[src/rtl/vga_timing_pkg.sv]
// Shared constants and helpers for the VGA timing generator.
//   - CNT_W      : raster counter width
//   - COLOR_W    : per-channel colour width
//   - DEF_*      : 640x480@60 default timing
//   - OFF_COLOR  : colour driven while blanked
//   - h_total/v_total : total line/frame length from the porch/sync widths
package vga_timing_pkg;

   localparam int CNT_W     = 11;
   localparam int COLOR_W   = 8;
   localparam int MAX_TOTAL = 1 << CNT_W;

   localparam int DEF_H_VISIBLE = 640;
   localparam int DEF_H_FRONT   = 16;
   localparam int DEF_H_SYNC    = 96;
   localparam int DEF_H_BACK    = 48;
   localparam int DEF_V_VISIBLE = 480;
   localparam int DEF_V_FRONT   = 10;
   localparam int DEF_V_SYNC    = 2;
   localparam int DEF_V_BACK    = 33;

   localparam logic [COLOR_W-1:0] OFF_COLOR = '0;

   function automatic int h_total(input int visible, input int front,
                                  input int sync, input int back);
      return visible + front + sync + back;
   endfunction

   function automatic int v_total(input int visible, input int front,
                                  input int sync, input int back);
      return visible + front + sync + back;
   endfunction

endpackage

[src/rtl/vga_timing_generator_if.sv]
// Raster / colour / DAC bundle of the VGA timing generator.
//   master : the timing generator (drives raster + DAC pins, takes en and colour)
//   slave  : the consumer side (image generators, DAC, testbench)
interface vga_timing_generator_if;
   import vga_timing_pkg::*;

   logic                en;
   logic [CNT_W-1:0]    HCNT;
   logic [CNT_W-1:0]    VCNT;
   logic                IAA;
   logic                HS;
   logic                VS;
   logic                FRAME_START;
   logic [COLOR_W-1:0]  R_IN;
   logic [COLOR_W-1:0]  G_IN;
   logic [COLOR_W-1:0]  B_IN;
   logic [COLOR_W-1:0]  VGA_R;
   logic [COLOR_W-1:0]  VGA_G;
   logic [COLOR_W-1:0]  VGA_B;
   logic                VGA_HS;
   logic                VGA_VS;
   logic                VGA_BLANK_N;
   logic                VGA_SYNC_N;

   modport master (
      input  en, R_IN, G_IN, B_IN,
      output HCNT, VCNT, IAA, HS, VS, FRAME_START,
             VGA_R, VGA_G, VGA_B, VGA_HS, VGA_VS, VGA_BLANK_N, VGA_SYNC_N
   );

   modport slave (
      output en, R_IN, G_IN, B_IN,
      input  HCNT, VCNT, IAA, HS, VS, FRAME_START,
             VGA_R, VGA_G, VGA_B, VGA_HS, VGA_VS, VGA_BLANK_N, VGA_SYNC_N
   );

endinterface

[src/rtl/vga_sync_delay.sv]
// Shift register of configurable width and depth with clock enable and
// synchronous clear. DEPTH=0 degenerates to a wire.
//   clk : clock          en  : shift when 1, hold when 0
//   clr : sync clear to CLR_VAL (priority over en)
//   d   : input word     q   : word delayed by DEPTH enabled cycles
module vga_sync_delay #(
   parameter int               WIDTH   = 3,
   parameter int               DEPTH   = 1,
   parameter logic [WIDTH-1:0] CLR_VAL = '0
) (
   input  logic             clk,
   input  logic             en,
   input  logic             clr,
   input  logic [WIDTH-1:0] d,
   output logic [WIDTH-1:0] q
);

   generate
      if (DEPTH == 0) begin : g_pass
         logic unused_ctrl;
         assign unused_ctrl = ^{clk, en, clr};
         assign q = d;
      end else begin : g_shift
         logic [WIDTH-1:0] stage [DEPTH];

         always_ff @(posedge clk) begin
            if (clr) begin
               for (int k = 0; k < DEPTH; k++) stage[k] <= CLR_VAL;
            end else if (en) begin
               stage[0] <= d;
               for (int k = 1; k < DEPTH; k++) stage[k] <= stage[k-1];
            end
         end

         assign q = stage[DEPTH-1];
      end
   endgenerate

endmodule

[src/rtl/vga_timing_generator.sv]
// Pixel-clock VGA timing master.
// Generates the HCNT/VCNT/IAA/HS/VS/FRAME_START raster for the image
// generators, takes their colour back PIPE_DELAY cycles later, and re-aligns
// it with an equally delayed copy of blank/sync before driving the DAC.
//   VGA_CLK : pixel clock            rst : synchronous reset, active-high
//   vga     : master side of vga_timing_generator_if
//             (en, R/G/B_IN in; raster, VGA_R/G/B, VGA_HS/VS, BLANK_N, SYNC_N out)
module vga_timing_generator
   import vga_timing_pkg::*;
#(
   parameter int   H_VISIBLE  = DEF_H_VISIBLE,
   parameter int   H_FRONT    = DEF_H_FRONT,
   parameter int   H_SYNC     = DEF_H_SYNC,
   parameter int   H_BACK     = DEF_H_BACK,
   parameter int   V_VISIBLE  = DEF_V_VISIBLE,
   parameter int   V_FRONT    = DEF_V_FRONT,
   parameter int   V_SYNC     = DEF_V_SYNC,
   parameter int   V_BACK     = DEF_V_BACK,
   parameter logic H_SYNC_POL = 1'b0,
   parameter logic V_SYNC_POL = 1'b0,
   parameter int   PIPE_DELAY = 1
) (
   input logic                    VGA_CLK,
   input logic                    rst,
   vga_timing_generator_if.master vga
);

   localparam int H_TOTAL = h_total(H_VISIBLE, H_FRONT, H_SYNC, H_BACK);
   localparam int V_TOTAL = v_total(V_VISIBLE, V_FRONT, V_SYNC, V_BACK);

   generate
      if (H_TOTAL > MAX_TOTAL || V_TOTAL > MAX_TOTAL) begin : g_bad_total
         $error("vga_timing_generator: H_TOTAL/V_TOTAL exceed counter range");
      end
      if (PIPE_DELAY < 0 || PIPE_DELAY > 7) begin : g_bad_delay
         $error("vga_timing_generator: PIPE_DELAY must be 0..7");
      end
   endgenerate

   localparam logic [CNT_W-1:0] H_LAST   = CNT_W'(H_TOTAL - 1);
   localparam logic [CNT_W-1:0] V_LAST   = CNT_W'(V_TOTAL - 1);
   localparam logic [CNT_W-1:0] H_VIS    = CNT_W'(H_VISIBLE);
   localparam logic [CNT_W-1:0] V_VIS    = CNT_W'(V_VISIBLE);
   localparam logic [CNT_W-1:0] HS_FIRST = CNT_W'(H_VISIBLE + H_FRONT);
   localparam logic [CNT_W-1:0] HS_LAST  = CNT_W'(H_VISIBLE + H_FRONT + H_SYNC - 1);
   localparam logic [CNT_W-1:0] VS_FIRST = CNT_W'(V_VISIBLE + V_FRONT);
   localparam logic [CNT_W-1:0] VS_LAST  = CNT_W'(V_VISIBLE + V_FRONT + V_SYNC - 1);
   // {IAA, HS, VS} as seen during blank with inactive syncs
   localparam logic [2:0]       SYNC_IDLE = {1'b0, ~H_SYNC_POL, ~V_SYNC_POL};

   // p0: h/v hold the pixel that the next enabled edge will present
   logic [CNT_W-1:0] h_p0, v_p0;
   logic [CNT_W-1:0] h_nxt, v_nxt;
   logic             iaa_nxt, hs_nxt, vs_nxt, fs_nxt;

   // p1: raster outputs
   logic [CNT_W-1:0] hcnt_p1, vcnt_p1;
   logic             iaa_p1, hs_p1, vs_p1, fs_p1;

   // p2: delay-line tail merged with colour
   logic [2:0]         sync_tail;
   logic [COLOR_W-1:0] r_p2, g_p2, b_p2;
   logic               blank_n_p2, hs_p2, vs_p2;

   always_comb begin
      h_nxt   = h_p0 + CNT_W'(1);
      v_nxt   = v_p0;
      iaa_nxt = (h_p0 < H_VIS) && (v_p0 < V_VIS);
      hs_nxt  = ~H_SYNC_POL;
      vs_nxt  = ~V_SYNC_POL;
      fs_nxt  = (h_p0 == '0) && (v_p0 == '0);

      if (h_p0 == H_LAST) begin
         h_nxt = '0;
         v_nxt = (v_p0 == V_LAST) ? '0 : v_p0 + CNT_W'(1);
      end
      if (h_p0 >= HS_FIRST && h_p0 <= HS_LAST) hs_nxt = H_SYNC_POL;
      // v only moves on a line wrap, so VS can only toggle alongside HCNT=0
      if (v_p0 >= VS_FIRST && v_p0 <= VS_LAST) vs_nxt = V_SYNC_POL;
   end

   // ---- p0 -> p1: counter advance and raster decode ----
   always_ff @(posedge VGA_CLK) begin
      if (rst) begin
         h_p0    <= '0;
         v_p0    <= '0;
         hcnt_p1 <= '0;
         vcnt_p1 <= '0;
         iaa_p1  <= 1'b0;
         hs_p1   <= ~H_SYNC_POL;
         vs_p1   <= ~V_SYNC_POL;
         fs_p1   <= 1'b0;
      end else if (vga.en) begin
         h_p0    <= h_nxt;
         v_p0    <= v_nxt;
         hcnt_p1 <= h_p0;
         vcnt_p1 <= v_p0;
         iaa_p1  <= iaa_nxt;
         hs_p1   <= hs_nxt;
         vs_p1   <= vs_nxt;
         fs_p1   <= fs_nxt;
      end
   end

   assign vga.HCNT        = hcnt_p1;
   assign vga.VCNT        = vcnt_p1;
   assign vga.IAA         = iaa_p1;
   assign vga.HS          = hs_p1;
   assign vga.VS          = vs_p1;
   assign vga.FRAME_START = fs_p1;

   // ---- p1 -> tail: match the image generators' latency ----
   vga_sync_delay #(
      .WIDTH   (3),
      .DEPTH   (PIPE_DELAY),
      .CLR_VAL (SYNC_IDLE)
   ) u_sync_delay (
      .clk (VGA_CLK),
      .en  (vga.en),
      .clr (rst),
      .d   ({iaa_p1, hs_p1, vs_p1}),
      .q   (sync_tail)
   );

   // ---- tail -> p2: DAC output register, colour gated by delayed IAA ----
   always_ff @(posedge VGA_CLK) begin
      if (rst) begin
         r_p2       <= OFF_COLOR;
         g_p2       <= OFF_COLOR;
         b_p2       <= OFF_COLOR;
         blank_n_p2 <= 1'b0;
         hs_p2      <= ~H_SYNC_POL;
         vs_p2      <= ~V_SYNC_POL;
      end else if (vga.en) begin
         r_p2       <= sync_tail[2] ? vga.R_IN : OFF_COLOR;
         g_p2       <= sync_tail[2] ? vga.G_IN : OFF_COLOR;
         b_p2       <= sync_tail[2] ? vga.B_IN : OFF_COLOR;
         blank_n_p2 <= sync_tail[2];
         hs_p2      <= sync_tail[1];
         vs_p2      <= sync_tail[0];
      end
   end

   assign vga.VGA_R       = r_p2;
   assign vga.VGA_G       = g_p2;
   assign vga.VGA_B       = b_p2;
   assign vga.VGA_BLANK_N = blank_n_p2;
   assign vga.VGA_HS      = hs_p2;
   assign vga.VGA_VS      = vs_p2;
   // no sync-on-green
   assign vga.VGA_SYNC_N  = 1'b0;

endmodule

[src/flat_wrapper.sv]
// flat-port wrapper written by rule: the top's interface ports become plain ports
module vga_timing_generator_flat import vga_timing_pkg::*;
#(
   parameter int   H_VISIBLE  = DEF_H_VISIBLE,
   parameter int   H_FRONT    = DEF_H_FRONT,
   parameter int   H_SYNC     = DEF_H_SYNC,
   parameter int   H_BACK     = DEF_H_BACK,
   parameter int   V_VISIBLE  = DEF_V_VISIBLE,
   parameter int   V_FRONT    = DEF_V_FRONT,
   parameter int   V_SYNC     = DEF_V_SYNC,
   parameter int   V_BACK     = DEF_V_BACK,
   parameter logic H_SYNC_POL = 1'b0,
   parameter logic V_SYNC_POL = 1'b0,
   parameter int   PIPE_DELAY = 1
)
  (VGA_CLK, rst, vga_en, vga_R_IN, vga_G_IN, vga_B_IN, vga_HCNT, vga_VCNT, vga_IAA, vga_HS, vga_VS, vga_FRAME_START, vga_VGA_R, vga_VGA_G, vga_VGA_B, vga_VGA_HS, vga_VGA_VS, vga_VGA_BLANK_N, vga_VGA_SYNC_N);
  vga_timing_generator_if vga_i ();
  input logic VGA_CLK;
  input logic rst;
  input wire logic [$bits(vga_i.en)-1:0] vga_en;
  input wire logic [$bits(vga_i.R_IN)-1:0] vga_R_IN;
  input wire logic [$bits(vga_i.G_IN)-1:0] vga_G_IN;
  input wire logic [$bits(vga_i.B_IN)-1:0] vga_B_IN;
  output wire logic [$bits(vga_i.HCNT)-1:0] vga_HCNT;
  output wire logic [$bits(vga_i.VCNT)-1:0] vga_VCNT;
  output wire logic [$bits(vga_i.IAA)-1:0] vga_IAA;
  output wire logic [$bits(vga_i.HS)-1:0] vga_HS;
  output wire logic [$bits(vga_i.VS)-1:0] vga_VS;
  output wire logic [$bits(vga_i.FRAME_START)-1:0] vga_FRAME_START;
  output wire logic [$bits(vga_i.VGA_R)-1:0] vga_VGA_R;
  output wire logic [$bits(vga_i.VGA_G)-1:0] vga_VGA_G;
  output wire logic [$bits(vga_i.VGA_B)-1:0] vga_VGA_B;
  output wire logic [$bits(vga_i.VGA_HS)-1:0] vga_VGA_HS;
  output wire logic [$bits(vga_i.VGA_VS)-1:0] vga_VGA_VS;
  output wire logic [$bits(vga_i.VGA_BLANK_N)-1:0] vga_VGA_BLANK_N;
  output wire logic [$bits(vga_i.VGA_SYNC_N)-1:0] vga_VGA_SYNC_N;
  assign vga_i.en = vga_en;
  assign vga_i.R_IN = vga_R_IN;
  assign vga_i.G_IN = vga_G_IN;
  assign vga_i.B_IN = vga_B_IN;
  assign vga_HCNT = vga_i.HCNT;
  assign vga_VCNT = vga_i.VCNT;
  assign vga_IAA = vga_i.IAA;
  assign vga_HS = vga_i.HS;
  assign vga_VS = vga_i.VS;
  assign vga_FRAME_START = vga_i.FRAME_START;
  assign vga_VGA_R = vga_i.VGA_R;
  assign vga_VGA_G = vga_i.VGA_G;
  assign vga_VGA_B = vga_i.VGA_B;
  assign vga_VGA_HS = vga_i.VGA_HS;
  assign vga_VGA_VS = vga_i.VGA_VS;
  assign vga_VGA_BLANK_N = vga_i.VGA_BLANK_N;
  assign vga_VGA_SYNC_N = vga_i.VGA_SYNC_N;
  vga_timing_generator #(.H_VISIBLE(H_VISIBLE), .H_FRONT(H_FRONT), .H_SYNC(H_SYNC), .H_BACK(H_BACK), .V_VISIBLE(V_VISIBLE), .V_FRONT(V_FRONT), .V_SYNC(V_SYNC), .V_BACK(V_BACK), .H_SYNC_POL(H_SYNC_POL), .V_SYNC_POL(V_SYNC_POL), .PIPE_DELAY(PIPE_DELAY)) u_core (.VGA_CLK(VGA_CLK), .rst(rst), .vga(vga_i));
endmodule
[config.mk]
export PLATFORM = sky130hd
export DESIGN_NAME = vga_timing_generator_flat
export DESIGN_NICKNAME = d
export VERILOG_FILES = /design/src/rtl/vga_timing_pkg.sv /design/src/rtl/vga_timing_generator_if.sv /design/src/rtl/vga_sync_delay.sv /design/src/rtl/vga_timing_generator.sv /design/src/flat_wrapper.sv
export SDC_FILE = /design/constraint.sdc
export NUM_CORES = 1
export LEC_CHECK = 0
export BUFFER_PORTS_ARGS = -buffer_cell sky130_fd_sc_hd__buf_2
export CAP_MARGIN = 10
export CORE_ASPECT_RATIO = 1.1
export CORE_MARGIN = 2
export CORE_UTILIZATION = 45
export DETAILED_ROUTE_END_ITERATION = 8
export PLACE_DENSITY = 0.72
export REMOVE_ABC_BUFFERS = 1
export SETUP_SLACK_MARGIN = 0.2
export SYNTH_ARGS = -nofsm -noshare
export SYNTH_HDL_FRONTEND = slang
export SYNTH_SLANG_ARGS = --single-unit
[constraint.sdc]
create_clock -name VGA_CLK -period 1.3 [get_ports VGA_CLK]
set_input_delay 0.065 -clock VGA_CLK [delete_from_list [all_inputs] [get_ports VGA_CLK]]
set_output_delay 0.065 -clock VGA_CLK [all_outputs]
set_load 0.02 [all_outputs]
==> results.json, run 1 <==
{
  "vias_per_cell": 5.447,
  "finClkSkew_ps": 10.51,
  "gr-total-overflow": 0,
  "portBuffers": 79,
  "synth_top_cells_by_count": "75 x dfxtp_1, 35 x nor2_1, 24 x a22o_1, 24 x mux2i_1, 13 x nand2_1",
  "path_class": "reg2reg",
  "clkTransAtPathRegs_ps": 80,
  "synth_area_sq_um": 3276,
  "tns_ps": -2172,
  "cp_slowest_stage_delay_ps": 340,
  "drtIter0Drc": 163,
  "grt_pass1_vias": 3105,
  "ys_top_cells_by_area": "dfxtp_1 46%, mux2i_1 7.3%, a22o_1 6.4%, nor2_1 4.0%, edfxtp_1 2.8%",
  "p_seq_share_pct": 51.6,
  "drc": 0,
  "fin_ws_ps": -222.0,
  "diodes": 0,
  "wire_per_inst_um": 16.74,
  "clock_power_share_pct": 39.0,
  "synth_ff_type": "dfxtp_1",
  "syn_inst": 323,
  "synth_cell_type_count": 57,
  "grt_pass1_wl_mm": 15.12,
  "rsz0062_at_grt": "true",
  "die_y_um": 93.48,
  "cp_max_fo": 7,
  "place_ws_ps": -219.1,
  "max_freq_mhz": 657.1,
  "clkLatencyLatePin_ps": 350,
  "antenna_found_initial": 0,
  "finish.utilization_pct": 70.26,
  "avgSynthCellArea_sq_um": 10.14,
  "finalInstanceArea_sq_um": 4951,
  "yosysSeqAreaShare_pct": 48.59,
  "route.vias.total": 3121,
  "synth_warnings": 0,
  "clock-root-buffer": "clkbuf_8",
  "wl_mm": 9.590,
  "gp_routability_congestion": 0.8817,
  "stdcell_count": 573,
  "multi_input_area_sq_um": 1725,
  "nNetsFinal": 515,
  "p_switching_mw": 1.101,
  "swShare_pct": 23.16,
  "finalHoldViolations": 0,
  "synth_top_area_share_pct": 45.84,
  "placed_cells": 519,
  "synth_edf_count": 3,
  "p_total_mw": 4.751,
  "min_period_ps": 1522,
  "power_density_nw_per_um2": 959.6,
  "violations": "negative setup slack",
  "cts_buffer_depth": 2,
  "status": "finished, violations left",
  "drt_first_pass_iters": 4,
  "p_comb_share_pct": 9.4,
  "hp-class": "in2reg",
  "ff_latch_area_sq_um": 1615,
  "endpoint_kind": "register",
  "p_int_mw": 3.651,
  "initial_core_util_pct": 46.48,
  "place_area_sq_um": 4065,
  "area_delta_synth_final_pct": 51.15,
  "coreArea_sq_um": 7047,
  "postSynth.asyncResetShare_pct": 0,
  "cap_violations": 0,
  "synth_top_area_cell": "dfxtp_1",
  "grt_usage_pct": 24.02,
  "p_leak_nw": 2.187,
  "holdWs_ps": 99.04,
  "synth_seq_cells": 78,
  "cts_tree": "built",
  "pin_count": 81,
  "die-area_sq_um": 7978,
  "post-dp-hpwl_mm": 5.479,
  "slew_violations": 0,
  "vdd_drop_max_mv": 0.5345,
  "grt_max_degree": 28,
  "die_w_um": 85.35,
  "drive_above_1_share_pct": 46.11,
  "num_rows": 32,
  "cp_cell_sequence": "inv_2, ha_4, and2b_2, a41oi_4, buf_6, buf_4, a22oi_2, o31ai_1",
  "cts_buffers": 9,
  "crit_required_ps": 1530,
  "arrival_ps": 1750,
  "cts-htree-levels": 3,
  "fin_crit_sh_pct": 117.1,
  "clock_sinks": 78,
  "setup_violations": 19,
  "crit_path_top_delay_cell": "dfxtp_2",
  "yosysMostFrequentCell": "dfxtp_1",
  "drtAntennaViolNets": 0,
  "cp-start-kind": "register",
  "n_fill_cell": 484
}
## power by group through the flow
| stage | Sequential, mW | Clock, mW | Combinational (mW) |
|---|---|---|---|
| floorplan | 2.55 | 0 | 0.0981 |
| finish | 2.45 | 1.85 | 0.447 |
| global placement | 2.51 | 0 | 0.317 |
| global route | 2.45 | 1.98 | 0.476 |
| CTS | 2.45 | 1.89 | 0.416 |
| detailed placement | 2.51 | 0 | 0.320 |
## final cells by class
class	instances	area share, %
multi-input cells	210	34.85
flip-flops and latches	78	32.63
well taps	85	2.148
clock buffers	13	3.209
inverters	10	0.8592
repair buffers	174	25.42
clock inverters	3	0.8845
## critical path: cells and delay by family, from the launching register on
family / cells / cell delay (ps)
buffers and inverters: 3 / 380
AO/OA/AOI/OAI: 3 / 360
flip-flops: 1 / 340
AND/OR/NAND/NOR: 1 / 200
adder cells (fa/ha/maj): 1 / 130
## cell usage in the layout (no fill, tap or decap), types with 4 or more instances in the layout
cell type / instances
buf_2: 79
dfxtp_1: 64
buf_4: 54
nor2_1: 34
a22o_1: 24
mux2i_1: 24
dlygate4sd3_1: 24
buf_6: 14
nand2_1: 12
clkbuf_8: 11
nand2b_1: 8
nand3_1: 8
nand4_1: 7
dfxtp_2: 7
inv_1: 6
a21oi_2: 5
xnor2_1: 5
ha_4: 5
a21oi_1: 4
a31oi_1: 4
o21ai_1: 4
xor2_1: 4
dfxtp_4: 4
## flip-flops by register name, indices dropped and copies added, names as in the netlist, 3 cells and up
name                               count
u_core.v_p0                           11
u_core.vga.VGA_R                       8
u_core.h_p0                           11
u_core.u_sync_delay.g_shift.stage      3
u_core.vga.VCNT                       11
u_core.vga.VGA_B                       8
u_core.vga.VGA_G                       8
u_core.vga.HCNT                       11
## per-layer routing
| metal | global-route usage, % | routed length (um) |
|---|---|---|
| met5 | 0 | 0 |
| met4 | 12.57 | 339 |
| met3 | 4.678 | 690 |
| met2 | 40.23 | 4588 |
| met1 | 29.04 | 3972 |
## final timing paths
| path | start | end | slack (ps) | depth (start not counted) |
|---|---|---|---|---|
| max | u_core.v_p0[1]$_SDFFE_PP0P_ | u_core.v_p0[6]$_SDFFE_PP0P_ | -220 | 8 |
| min | rst | u_core.h_p0[2]$_SDFFE_PP0P_ | 100 | 3 |
| max reg2reg | u_core.v_p0[1]$_SDFFE_PP0P_ | u_core.v_p0[6]$_SDFFE_PP0P_ | -220 | 8 |
| min reg2reg | u_core.vga.VGA_BLANK_N$_SDFFE_PP0P_ | u_core.vga.VGA_BLANK_N$_SDFFE_PP0P_ | 450 | 1 |
## logic make-up (layout without fill, tap and decap cells)
| logic type | count (synthesis) | in the layout | share of synthesized area (%) |
|---|---|---|---|
| compound gates | 61 | 61 | 14.52 |
| fa+ha+maj | 5 | 5 | 1.910 |
| buf+inv | 35 | 200 | 6.570 |
| other cells | 1 | 1 | 0.1145 |
| flops | 78 | 78 | 48.59 |
| xor+xnor | 9 | 9 | 2.406 |
| mux | 24 | 24 | 7.334 |
| simple gates | 110 | 110 | 18.56 |
## timing repair
item,CTS,global route
resized for setup,66,24
pin swaps,42,25
setup endpoints to repair,25,26
hold buffers,24,0
hold endpoints to repair,24,0
buffers inserted,11,3
No activity file was read; power rests on OpenSTA's default activity.
==> inputs of run 2 (changes only) <==
--- a/config.mk
+++ b/config.mk
@@ -10,8 +10,9 @@
 export CORE_ASPECT_RATIO = 1.1
 export CORE_MARGIN = 2
 export CORE_UTILIZATION = 45
+export CTS_CLUSTER_DIAMETER = 50
 export DETAILED_ROUTE_END_ITERATION = 8
-export PLACE_DENSITY = 0.72
+export PLACE_DENSITY = 0.81
 export REMOVE_ABC_BUFFERS = 1
 export SETUP_SLACK_MARGIN = 0.2
 export SYNTH_ARGS = -nofsm -noshare
==> results.json, run 2 (synthesized netlist as in run 1, its figures left out) <==
{
  "grt_usage_pct": 22.99,
  "coreArea_sq_um": 7047,
  "wl_mm": 9.728,
  "drt_first_pass_iters": 4,
  "antenna_found_initial": 0,
  "placed_cells": 512,
  "crit_buf_inv": 2,
  "final_common_cell": "buf_2",
  "die_w_um": 85.35,
  "cp_slowest_stage_delay_ps": 350,
  "cts-htree-levels": 3,
  "cp_max_fo": 4,
  "status": "finished, violations left",
  "arrival_ps": 1790,
  "hold_depth": 3,
  "holdWs_ps": 106.6,
  "p_leak_nw": 2.156,
  "clkTransAtPathRegs_ps": 80,
  "vias_per_cell": 5.575,
  "area_delta_synth_final_pct": 49.62,
  "grt_pass1_wl_mm": 14.48,
  "cts_buffer_depth": 2,
  "clock_sinks": 78,
  "die-area_sq_um": 7978,
  "post-dp-hpwl_mm": 5.673,
  "setup_violations": 21,
  "cp-start-kind": "register",
  "wire_per_inst_um": 17.16,
  "cts_buffers": 9,
  "initial_core_util_pct": 46.48,
  "hp-class": "in2reg",
  "crit_required_ps": 1570,
  "cp_cell_sequence": "inv_2, ha_4, and2b_2, a41oi_4, buf_4, a41oi_2, a31oi_1",
  "drtIter0Drc": 172,
  "clkLatencyLatePin_ps": 350,
  "fin_crit_sh_pct": 117.4,
  "slew_violations": 0,
  "drc": 0,
  "cts_tree": "built",
  "die_y_um": 93.48,
  "crit_cells": 7,
  "grt_pass1_vias": 2927,
  "drtAntennaViolNets": 0,
  "portBuffers": 79,
  "rsz0062_at_grt": "true",
  "grt_max_degree": 28,
  "num_rows": 32,
  "violations": "negative setup slack",
  "path_delay_family": "compound AO/OA/AOI/OAI gates",
  "finClkSkew_ps": 7.415,
  "max_freq_mhz": 655.3,
  "min_period_ps": 1526,
  "finish.utilization_pct": 69.55,
  "diodes": 0,
  "endpoint_kind": "register",
  "route.vias.total": 3161,
  "gp_routability_congestion": 0.8552,
  "rr_worst_depth": 7,
  "vdd_drop_max_mv": 1.009,
  "gr-total-overflow": 0,
  "pin_count": 81,
  "nNetsFinal": 509,
  "fin_ws_ps": -226.0,
  "clock-root-buffer": "clkbuf_8",
  "stdcell_count": 567,
  "place_ws_ps": -270.5,
  "path_class": "reg2reg",
  "cap_violations": 0,
  "tns_ps": -2435,
  "drive_above_1_share_pct": 44.19,
  "layout_common_cells": "79 x buf_2, 67 x dfxtp_1, 48 x buf_4, 34 x nor2_1",
  "crit_path_top_delay_cell": "dfxtp_2",
  "finalHoldViolations": 0,
  "power_density_nw_per_um2": 1028
}
## run 2: cell count changes in the layout (fill, tap and decap cells not counted), sizes merged
cell	previous run	this run
buf	150	144
bufinv	1	3
clkbuf	13	10
clkinv	2	1
clkinvlp	0	2
## run 2: layout make-up
type	instances	area [sq um]
well taps	85	106.4
clock inverters	6	110.1
clock buffers	10	127.6
flip-flops and latches	78	1607
multi-input cells	210	1705
fillers	472	2146
repair buffers	168	1205
inverters	10	40.04
## run 2: metal layers
metal | track usage (%) | wire (um)
met3 | 5.031 | 689
met4 | 7.407 | 284
met1 | 27.83 | 3901
met5 | 0 | 0
met2 | 40.36 | 4853
## run 2: path summary, 6_finish.rpt
path,to,slack [ps],from
max,u_core.v_p0[5]$_SDFFE_PP0P_,-230,u_core.v_p0[1]$_SDFFE_PP0P_
min reg2reg,u_core.vga.FRAME_START$_SDFFE_PP0P_,450,u_core.vga.FRAME_START$_SDFFE_PP0P_
min,u_core.h_p0[0]$_SDFFE_PP0P_,110,vga_en
max reg2reg,u_core.v_p0[5]$_SDFFE_PP0P_,-230,u_core.v_p0[1]$_SDFFE_PP0P_
## run 2: timing repair
| item | 4_1_cts | 5_1_grt |
|---|---|---|
| endpoints found under the setup margin | 25 | 25 |
| hold endpoints to repair | 24 | 0 |
| buffers inserted | 7 | 8 |
| pin swaps | 36 | 22 |
| hold buffers | 24 | 0 |
| gates resized for setup | 50 | 29 |
| gates cloned | 0 | 0 |
## run 2: where the power goes
group | total, mW | internal [mW] | leakage (nW) | switching [mW]
Combinational | 0.417 | 0.207 | 1.41 | 0.211
Clock | 2.17 | 1.27 | 0.112 | 0.896
Sequential | 2.45 | 2.43 | 0.637 | 0.0202
Total | 5.04 | 3.91 | 2.16 | 1.13
## run 2: worst register-to-register path, delay by kind of cell, from the launching register on
family                     cells  cell delay (ps)
and+or+nand+nor                1              220
adders and majority gates      1              140
AOI/OAI and AO/OA              3              500
buffers and inverters          2              230
DFF                            1              350
## run 2: metrics by stage
stage / area (sq um) / power [mW]
after floorplan: 3098 / 2.643
after global placement: 4000 / 2.811
after detailed placement: 4000 / 2.819
after CTS: 4726 / 5.050
after global routing: 4901 / 5.212
final: 4901 / 5.039
